<file path="src/rtl/instruction_fetch_unit.sv">
// instruction_fetch_unit: single-outstanding instruction fetch with PC tracking, IF/ID register and one-entry skid buffer.
module instruction_fetch_unit #(
  parameter int DATA_SIZE = 64,
  parameter logic [DATA_SIZE-1:0] RESET_PC = '0
) (
  input  logic                 clock,
  input  logic                 reset,
  output logic                 mem_rd_en,
  output logic [DATA_SIZE-1:0] mem_addr,
  input  logic                 mem_ack,
  input  logic [31:0]          mem_rd_dat,
  input  logic                 stall,
  input  logic                 flush,
  input  logic                 new_pc_en,
  input  logic [DATA_SIZE-1:0] new_pc,
  output logic                 if_id_valid,
  output logic [31:0]          if_id_inst,
  output logic [DATA_SIZE-1:0] if_id_pc,
  output logic [DATA_SIZE-1:0] if_id_pc_plus4
);
  typedef enum logic [1:0] {FETCH, FULL, DISCARD} state_t;
  localparam logic [31:0] NOP = 32'h0000_0013;
  state_t state, state_n;
  logic [DATA_SIZE-1:0] pc, pc_n, pc4, pending, pending_n, skid_pc, load_pc;
  logic [31:0] skid_inst, load_inst;
  logic skid_we, load;
  assign pc4 = pc + DATA_SIZE'(4);
  assign mem_rd_en = !reset && state != FULL;
  assign mem_addr = pc;
  always_comb begin
    state_n = state;
    pc_n = pc;
    pending_n = pending;
    skid_we = 1'b0;
    load = 1'b0;
    load_inst = mem_rd_dat;
    load_pc = pc;
    case (state)
      FETCH:
        if (mem_ack) begin
          if (new_pc_en) pc_n = new_pc;
          else begin
            pc_n = pc4;
            if (if_id_valid && stall) begin
              skid_we = 1'b1;
              state_n = FULL;
            end else load = 1'b1;
          end
        end else if (new_pc_en) begin
          pending_n = new_pc;
          state_n = DISCARD;
        end
      FULL:
        if (new_pc_en) begin
          pc_n = new_pc;
          state_n = FETCH;
        end else if (!stall) begin
          load = 1'b1;
          load_inst = skid_inst;
          load_pc = skid_pc;
          state_n = FETCH;
        end
      DISCARD:
        // the last redirect wins, including one coincident with the ack
        if (mem_ack) begin
          pc_n = new_pc_en ? new_pc : pending;
          state_n = FETCH;
        end else if (new_pc_en) pending_n = new_pc;
      default: state_n = FETCH;
    endcase
  end
  always_ff @(posedge clock) begin
    if (reset) begin
      state <= FETCH;
      pc <= RESET_PC;
      pending <= RESET_PC;
      skid_inst <= NOP;
      skid_pc <= '0;
      if_id_valid <= 1'b0;
      if_id_inst <= NOP;
      if_id_pc <= '0;
      if_id_pc_plus4 <= DATA_SIZE'(4);
    end else begin
      state <= state_n;
      pc <= pc_n;
      pending <= pending_n;
      if (skid_we) begin
        skid_inst <= mem_rd_dat;
        skid_pc <= pc;
      end
      if (new_pc_en || flush) begin
        if_id_valid <= 1'b0;
        if_id_inst <= NOP;
      end else if (!(stall && if_id_valid)) begin
        if_id_valid <= load;
        if (load) begin
          if_id_inst <= load_inst;
          if_id_pc <= load_pc;
          if_id_pc_plus4 <= load_pc + DATA_SIZE'(4);
        end
      end
    end
  end
endmodule
</file>
<file path="config.mk">
export PLATFORM = sky130hd
export DESIGN_NAME = instruction_fetch_unit
export DESIGN_NICKNAME = d
export VERILOG_FILES = /design/src/rtl/instruction_fetch_unit.sv
export SDC_FILE = /design/constraint.sdc
export NUM_CORES = 1
export LEC_CHECK = 0
export ABC_AREA = 0
export CAP_MARGIN = 20
export CELL_PAD_IN_SITES_DETAIL_PLACEMENT = 0
export CELL_PAD_IN_SITES_GLOBAL_PLACEMENT = 1
export CORE_AREA = 2 2 259 261
export DETAILED_ROUTE_END_ITERATION = 7
export DIE_AREA = 0 0 261 263
export GPL_TIMING_DRIVEN = 0
export PLACE_DENSITY_LB_ADDON = 0.1
export SYNTH_ARGS = -nofsm -noshare
export SYNTH_HDL_FRONTEND = slang
export SYNTH_SLANG_ARGS = --single-unit
</file>
<file path="constraint.sdc">
create_clock -name clock -period 5.9 [get_ports clock]
set_clock_uncertainty 0.2 [all_clocks]
set_input_delay 0.885 -clock clock [delete_from_list [all_inputs] [get_ports clock]]
set_output_delay 0.885 -clock clock [all_outputs]
set_load 0.02 [all_outputs]
</file>
# --- After elaboration in Yosys (flattened, before gate mapping) ---
# Cells that the tools add are included.
classes:
  reduce_logical: 13
  n_bitwise: 3
  n_eq_ne: 10
  mux: 30
  addsub: 2
ops:
  columns: ["cell", "count"]
  rows:
  - ["$mux 64", 8]
  - ["$pmux 64 s3", 1]
  - ["$add 64x3->64 const B", 2]
  - ["$mux 32", 3]
  - ["$mux 2", 7]
  - ["$ne 3x3->1 const B", 4]
  - ["$mux 1", 9]
  - ["$ne 2x2->1 const B", 3]
  - ["$pmux 2 s3", 1]
  - ["$reduce_and 5->1", 1]
  - ["$reduce_and 2->1", 2]
  - ["$reduce_and 4->1", 1]
  - ["$reduce_or 2->1", 2]
  - ["$not 1->1", 3]
  - ["$reduce_and 3->1", 1]
  - ["$reduce_bool 3->1", 1]
  - ["$eq 2x1->1 const B", 1]
  - ["$eq 2x2->1 const B", 1]
  - ["$logic_and 1x1->1", 2]
  - ["$logic_not 2->1", 1]
  - ["$ne 2x1->1 const B", 1]
  - ["$pmux 1 s2", 1]
  - ["$logic_not 1->1", 1]
  - ["$logic_or 1x1->1", 1]
word_totals:
  register_bits: 387
  input_bits: 102

# --- Depth between registers and ports, before layout ---
# Gate-level depths: netlist of the first run.
logic_depth:
  word_depth: 6
  mapped_depth: 20

# --- Least setup slack after synthesis of the first run ---
# No wires, ideal clock.
synth_path:
  path_kind: "input port to flip-flop"
  startpoint: "input port new_pc_en"
  endpoint: "register if_id_pc_plus4[58]"
  setup_time_ps: 62
  path_stages: 17
  path_slack_ps: 567
  required_time_ps: 5638
  arrival_time_ps: 5071
  path_buffers: 7
  path_cell_list: "nor3b_1 -> buf_2 -> buf_2 -> buf_2 -> buf_4 -> buf_2 -> buf_2 -> nand2_1 -> nand2_1 -> ha_1 -> inv_1 -> or4_1 -> buf_2 -> a222oi_1 -> nand2_2 -> or4_1 -> nand3_1"
synth_via:
  word_cells_on_any_way: 10
  cone_classes: "add/sub: 1; mux: 6; bitwise: 1; reduce/logical: 2"
synth_lines:
  columns: ["element", "line", "source"]
  rows:
  - ["start, declared", "14", "input logic new_pc_en,"]
  - ["$mux 64", "54", "if (new_pc_en) begin"]
  - ["$mux 64", "38", "case (state)"]
  - ["net load_pc[2]", "24", "logic [DATA_SIZE-1:0] pc, pc_n, pc4, pending, pending_n, skid_pc, load_pc;"]
  - ["$add 64x3->64", "99", "if_id_pc_plus4 <= load_pc + DATA_SIZE'(4);"]
  - ["end signal, assigned", "99", null]
  - ["end, declared", "19", "output logic [DATA_SIZE-1:0] if_id_pc_plus4"]
# The timed path passes the listed nets, and every way through them passes these cells.
# A chain may end at the register's enable or synchronous reset.

# --- Worst setup path in the final report of the first run ---
layout_path:
  startpoint: "input port stall"
  endpoint: "register if_id_pc_plus4[56]"
layout_via:
  word_cells_on_any_way: 13
  cone_classes: "add/sub: 1; mux: 9; bitwise: 1; reduce/logical: 2"
layout_lines:
  columns: ["element", "line", "source"]
  rows:
  - ["start, declared", "12", "input logic stall,"]
  - ["$mux 64", "57", "end else if (!stall) begin"]
  - ["$mux 64", "54", null]
  - ["$mux 64", "38", null]
  - ["net load_pc[2]", "24", null]
  - ["$add 64x3->64", "99", null]
# The timed path passes the listed nets, and every way through them passes these cells.

==> impl_metrics.json, run 1 <==
{
  "outcome": "completed",
  "cts_tree": "yes",
  "power.internal_mw": 5.40,
  "fin_crit_ns": 5.74,
  "grt_util_all_layers_pct": 28.4,
  "antenna_violations_before_repair": 2,
  "power_frac_comb_pct": 26.7,
  "starting_density_of_the_core_pct": 29.7,
  "max_clock_freq_ghz": 0.174,
  "post_synth_instance_area_um2": 19500,
  "max-vdd-ir-drop_mv": 0.191,
  "layout_common_cells": "nand2_1, dfxtp_1, clkdlybuf4s50_1",
  "power.share.sequential_pct": 35.6,
  "timing_worst_setup_path_type": "primary input to flop",
  "chipHeight_um": 263,
  "grt_setup_unrepaired": "false",
  "core_area_um2": 65600,
  "netlist_instances": 2592,
  "synth_flop_cell": "dfxtp_1",
  "yosys_warnings": 0,
  "max_slew.worst_pin.slew_ns": 1.08,
  "numClockSinks": 385,
  "antenna_cells": 0,
  "fp.dieArea_um2": 68600,
  "endpoint_required_time_on_the_critical_path_ns": 6.16,
  "final.setup.tns_ns": 0,
  "timing.critical_path.max_delay_family": "buffers and inverters",
  "ys_seq_elements": 385,
  "ys_top_cells_by_area": "dfxtp_1, nand2_1, a21oi_1",
  "fin_ws_ns": 0.163,
  "cp.arrival_ns": 6.00,
  "cts_buffers": 47,
  "switching_power_mw": 2.95,
  "hpwlAfterDp_um": 78700,
  "drc": 0,
  "rr_startpoint": "state[1]",
  "clock_tree.htree_level_count": 2,
  "post_route_cells_drive_above_1_share_pct": 5.15,
  "avgViaCountPerCell": 5.57,
  "setup.worst_path.start_class": "primary input",
  "slew_headroom_pct": 28.0,
  "final_common_cell": "nand2_1",
  "setup.worst_path.start": "stall",
  "antenna_left": 0,
  "final_net_count": 3080,
  "num_rows": 94,
  "switching_share_pct": 35.3,
  "timing.critical_path.to_type": "flop",
  "timing.critical_path.slowest_stage_cell": "clkdlybuf4s50_1",
  "port_buffers": 325,
  "min_path_cells": 2,
  "drv_cap": 0,
  "mappedNetlistNets": 2700,
  "first_pass_iters": 6,
  "flow.area_growth_from_synthesis_pct": 31.5,
  "min-delay-start": "pending[61]",
  "timing_max_transition_violations_final": 0,
  "gr-total-overflow": 0,
  "reg2regPathDepth": 19,
  "post-route-period-util_pct": 97.2,
  "insertion_delay_ns": 0.60,
  "kind_of_path_behind_the_tightest_hold_check": "flop to flop",
  "gpl.final_weighted_congestion": 0.901,
  "p_clk_share_pct": 37.7,
  "finalNonFillerCells": 3874,
  "number_of_global_route_vias_before_repair": 20300,
  "root_buffer": "clkbuf_16",
  "top_cell_by_count_worst_path": "clkbuf_4",
  "global_route_wire_length_before_repair_um": 144000,
  "dp_cells": 3785,
  "synth.distinct_cells": 75,
  "synth-edff-count": 0,
  "dpl_worst_slack_ns": -2.92,
  "crit_path_max_incr_delay_ns": 0.57,
  "vias": 21600,
  "fin_hold_ws_ns": 0.253,
  "detail_route.iter0.violations": 2303,
  "post_cts_hold_buffer_count": 0,
  "filler_cell_count": 6907,
  "cp.buffers_inverters": 8,
  "p_leak_nw": 8.14,
  "grt_max_degree": 20,
  "wire_per_inst_um": 26.0,
  "syn_avg_cell_area_um2": 7.53,
  "design.portCount": 328,
  "critical_path_peak_fanout": 19,
  "route.final.wire_length_um": 101000,
  "power_density_nw_per_um2": 325,
  "final_setup_violating_endpoints": 0,
  "path_depth": 18,
  "synthDominantCellAreaShare_pct": 39.5,
  "synth-async-reset-ratio_pct": 0,
  "netlist.top_cell.by_area": "dfxtp_1",
  "cts.reportedPaths.clkPinSlew_ns": 0.06,
  "die-width_um": 261,
  "number_of_buffers_on_the_longest_clock_path": 3,
  "crit_path_cell_trace": "clkdlybuf4s50_1, or3b_1, buf_6, clkbuf_4, clkbuf_4, clkbuf_4, buf_2, nand2_1, nand2_1, ha_1, nand3_1, or3_1, clkbuf_1, a22o_1, clkbuf_2, nor3_4, a41o_1, o221ai_1",
  "timing_hold_violations_final": 0,
  "yosysSeqAreaShare_pct": 39.5
}
-- timing repair --
item / CTS / global route
pin swaps: 1 / 0
hold endpoints to repair: 0 / 0
gates cloned: 0 / 0
resized for setup: 16 / 7
setup endpoints to repair: 29 / 11
buffers inserted: 2 / 0
-- area by class of cell --
cell class	count	area [um2]	area share, %
timing repair buffer	333	3330	13.0
multi-input combinational	1938	10800	42.1
sequential	385	7710	30.0
buffer	253	1030	4.03
tap	864	1080	4.21
inverter	14	52.6	0.205
clock buffer	71	1440	5.60
clock inverter	16	228	0.887
-- power by group through the flow --
stage          clock network [mW]  logic, mW  registers, mW
6_report                     3.15       2.23           2.97
5_1_grt                      3.30       2.36           2.99
4_1_cts                      3.19       2.20           2.97
3_5_place_dp                    0       2.19           3.02
3_3_place_gp                    0       2.18           3.02
2_1_floorplan                   0       1.01           3.10
-- synth_stat cells, types with 6 or more instances --
cell       number
mux2i_1        64
dfxtp_1       385
or2_2           6
a221oi_1       13
and3_1         33
mux2_2          9
nor3_1         60
o31a_1          7
o22ai_1        21
or3_1          21
xor2_1         21
a221o_1         8
a2111oi_0      10
a311oi_1       43
nor4_1         42
a22o_1         16
nor4b_1        10
inv_1          14
nand3_1       113
o21a_1          6
a21oi_1       278
buf_2          25
ha_1            6
o31ai_1         6
xnor2_1        27
and2_1          7
a32oi_1         8
a311o_1        11
clkbuf_1      198
o21ai_0        72
nand2_1       577
or4_1          13
a31oi_1        13
nand4_1        43
nor2_1        184
o221ai_1        6
a22oi_1        31
o211ai_1        7
buf_1          26
and4_1         10
a211oi_1       65
-- sequential cells by signal, indices dropped and copies added, names as in the netlist, 2 cells and up --
signal and flops:
pending 64, skid_pc 64, state 2, if_id_pc 64, if_id_inst 32, mem_addr 64, skid_inst 32, if_id_pc_plus4 62
-- metrics by stage --
stage,total power [mW],instance area (um2),util [%]
final,8.35,25700,39.1
after global routing,8.64,25700,39.1
after CTS,8.35,25600,39.0
after detailed placement,5.21,23900,36.4
after global placement,5.20,23900,36.4
after floorplan,4.11,19500,-
-- worst register-to-register path: cells and delay by family, from the launching register on --
family,cells,cell delay [ns]
flops,1,0.40
fa+ha+maj,2,0.56
simple gates,6,1.53
compound gates,3,0.68
buf+inv,8,2.12
-- path summary, 6_finish.rpt --
check / to / slack, ns
worst min-delay path: pending[61] / 0.25
worst max register to register: if_id_pc_plus4[56] / 0.29
worst min register to register: pending[61] / 0.25
worst max-delay path: if_id_pc_plus4[56] / 0.16
-- cells by family after synthesis --
family	count (synthesis)	share of synthesized area [%]
adder cells (fa/ha/maj)	6	0.385
XOR/XNOR	48	2.15
multiplexers	73	3.80
flip-flops	385	39.5
AND/OR/NAND/NOR	1145	26.5
AO/OA/AOI/OAI	666	22.2
buffers and inverters	269	5.44
-- per-layer routing --
metal	track usage (%)	up-vias	part of all wire [%]
li1	-	10100	-
met1	39.6	10500	46
met2	44.4	914	44
met3	5.29	136	7.2
met4	7.91	2	2.7
met5	0	-	0.015
Note: power is estimated with default switching activity, not from simulation.
==> run 2, diff against run 1 <==
- PLACE_DENSITY: unset -> 0.71
- PLACE_DENSITY_LB_ADDON: 0.1 -> unset
==> run 2 against run 1 <==
Compared with the run above: hold slack about the same; combinational power about the same; register-to-register slack better by 0.09 ns; first-iteration DRC count up 23%; via count up 2.5%; global-route usage down 0.64 points; sequential share of layout area up 0.20 points; critical path depth up 1; sequential cell count unchanged; critical path type unchanged; largest power group is now sequential cells.
==> impl_metrics.json, run 2 (same netlist as run 1, synthesis figures left out) <==
{
  "outcome": "completed",
  "core_area_um2": 65600,
  "final_net_count": 3074,
  "timing_worst_setup_path_type": "primary input to flop",
  "layout_common_cells": "nand2_1, dfxtp_1, clkdlybuf4s50_1",
  "number_of_buffers_on_the_longest_clock_path": 3,
  "max_slew.worst_pin.slew_ns": 1.30,
  "drv_cap": 0,
  "final.setup.tns_ns": 0,
  "timing_max_transition_violations_final": 0,
  "gr-total-overflow": 0,
  "fp.dieArea_um2": 68600,
  "antenna_left": 0,
  "insertion_delay_ns": 0.60,
  "multi_input_comb_area_um2": 10800,
  "min-delay-start": "pending[61]",
  "grt_util_all_layers_pct": 27.7,
  "reg2regPathDepth": 20,
  "hpwlAfterDp_um": 77500,
  "max_clock_freq_ghz": 0.174,
  "timing.critical_path.to_type": "flop",
  "drc": 0,
  "filler_cell_count": 6859,
  "fin_crit_ns": 5.75,
  "flow.area_growth_from_synthesis_pct": 30.6,
  "global_route_wire_length_before_repair_um": 142000,
  "number_of_global_route_vias_before_repair": 20600,
  "clock_tree.htree_level_count": 2,
  "fin_hold_ws_ns": 0.253,
  "whs_endpoint": "pending[61]",
  "p_leak_nw": 8.05,
  "final_setup_violating_endpoints": 0,
  "finalInstanceArea_um2": 25500,
  "register_area_um2": 7710,
  "cts_tree": "yes",
  "slew_headroom_pct": 13.4,
  "grt_max_degree": 20,
  "root_buffer": "clkbuf_16",
  "timing.reg2reg.setup_slack_ns": 0.38,
  "endpoint_required_time_on_the_critical_path_ns": 6.20,
  "timing_hold_violations_final": 0,
  "chipHeight_um": 263,
  "antenna_violations_before_repair": 2,
  "min_path_cells": 2,
  "post_cts_hold_buffer_count": 0,
  "fin_ws_ns": 0.151,
  "final_common_cell": "nand2_1",
  "rr_startpoint": "state[1]",
  "dpl_worst_slack_ns": -2.67,
  "critical_path_peak_fanout": 19,
  "numClockSinks": 385,
  "max-vdd-ir-drop_mv": 0.176,
  "first_pass_iters": 6,
  "gpl.final_weighted_congestion": 0.956,
  "cts.reportedPaths.clkPinSlew_ns": 0.06,
  "port_buffers": 325,
  "critical_register_to_register_path_endpoint": "if_id_pc_plus4[46]",
  "post_route_cells_drive_above_1_share_pct": 4.90,
  "power_density_nw_per_um2": 320,
  "setup.worst_path.start_class": "primary input",
  "grt_setup_unrepaired": "false",
  "kind_of_path_behind_the_tightest_hold_check": "flop to flop",
  "num_rows": 94,
  "detail_route.iter0.violations": 2823,
  "die-width_um": 261,
  "post-route-period-util_pct": 97.4,
  "route.final.wire_length_um": 98800,
  "avgViaCountPerCell": 5.72,
  "design.portCount": 328,
  "starting_density_of_the_core_pct": 29.7,
  "vias": 22100,
  "wire_per_inst_um": 25.5,
  "placement.cell_area_um2": 23900,
  "cts_buffers": 45,
  "cp.arrival_ns": 6.05
}
-- run 2: changes by cell type in the layout (fill, tap and decap cells not counted), sizes merged, moves of 2 or more --
cell / previous run / this run
inv: 15 / 17
buf: 61 / 58
diode: 0 / 2
clkbuf: 271 / 264
-- run 2: per-stage QoR --
| stage | total power, mW | utilization (%) | std cells |
|---|---|---|---|
| final | 8.16 | 38.9 | 3868 |
| after floorplan | 4.11 | - | 2592 |
| after detailed placement | 5.17 | 36.4 | 3783 |
| after global placement | 5.16 | 36.4 | 3781 |
| after CTS | 8.12 | 38.8 | 3867 |
| after global routing | 8.39 | 38.9 | 3867 |
-- run 2: what timing repair did --
item | CTS | global route
resized for setup | 11 | 9
endpoints found under the setup margin | 29 | 14
buffers inserted | 3 | 0
pin swaps | 2 | 0
-- run 2: critical path, cell delays in order --
cell             delay (ns)
clkdlybuf4s50_1        0.55
nor3b_4                0.34
buf_2                  0.34
buf_2                  0.34
buf_4                  0.30
buf_6                  0.30
buf_2                  0.34
nand2_1                0.13
nand2_1                0.10
ha_2                   0.30
nand3_1                0.18
or3_1                  0.37
clkbuf_1               0.25
a222oi_1               0.39
buf_4                  0.21
and2_1                 0.12
buf_2                  0.15
a2111oi_0              0.12
a311o_1                0.31
-- run 2: layout make-up --
class                   count  area share, %
clock inverters            18          0.917
inverters                  14          0.206
plain buffers             252           3.98
repair buffers            330           12.9
clock buffers              65           5.10
flip-flops and latches    385           30.2
diodes                      2         0.0196
well taps                 864           4.24
multi-input cells        1938           42.4
-- run 2: worst max path at each step --
stage / cells after the start / endpoint / startpoint
after global placement: 18 / if_id_pc_plus4[62] / new_pc_en
final: 19 / if_id_pc_plus4[46] / stall
after detailed placement: 18 / if_id_pc_plus4[62] / new_pc_en
after global routing: 19 / if_id_pc_plus4[46] / stall
after floorplan: 17 / if_id_pc_plus4[58] / new_pc_en
after CTS: 18 / if_id_pc_plus4[56] / new_pc_en
-- run 2: power by group --
part,switching [mW],internal (mW)
registers,0.205,2.77
clock network,1.25,1.72
logic,1.49,0.723
-- run 2: layer usage --
metal,vias up,global-route usage [%],wire length (um)
met5,-,0,13
met4,2,10.4,3970
met3,203,4.28,8110
met2,1209,42.5,43500
met1,10600,38.9,43200
li1,10100,-,-
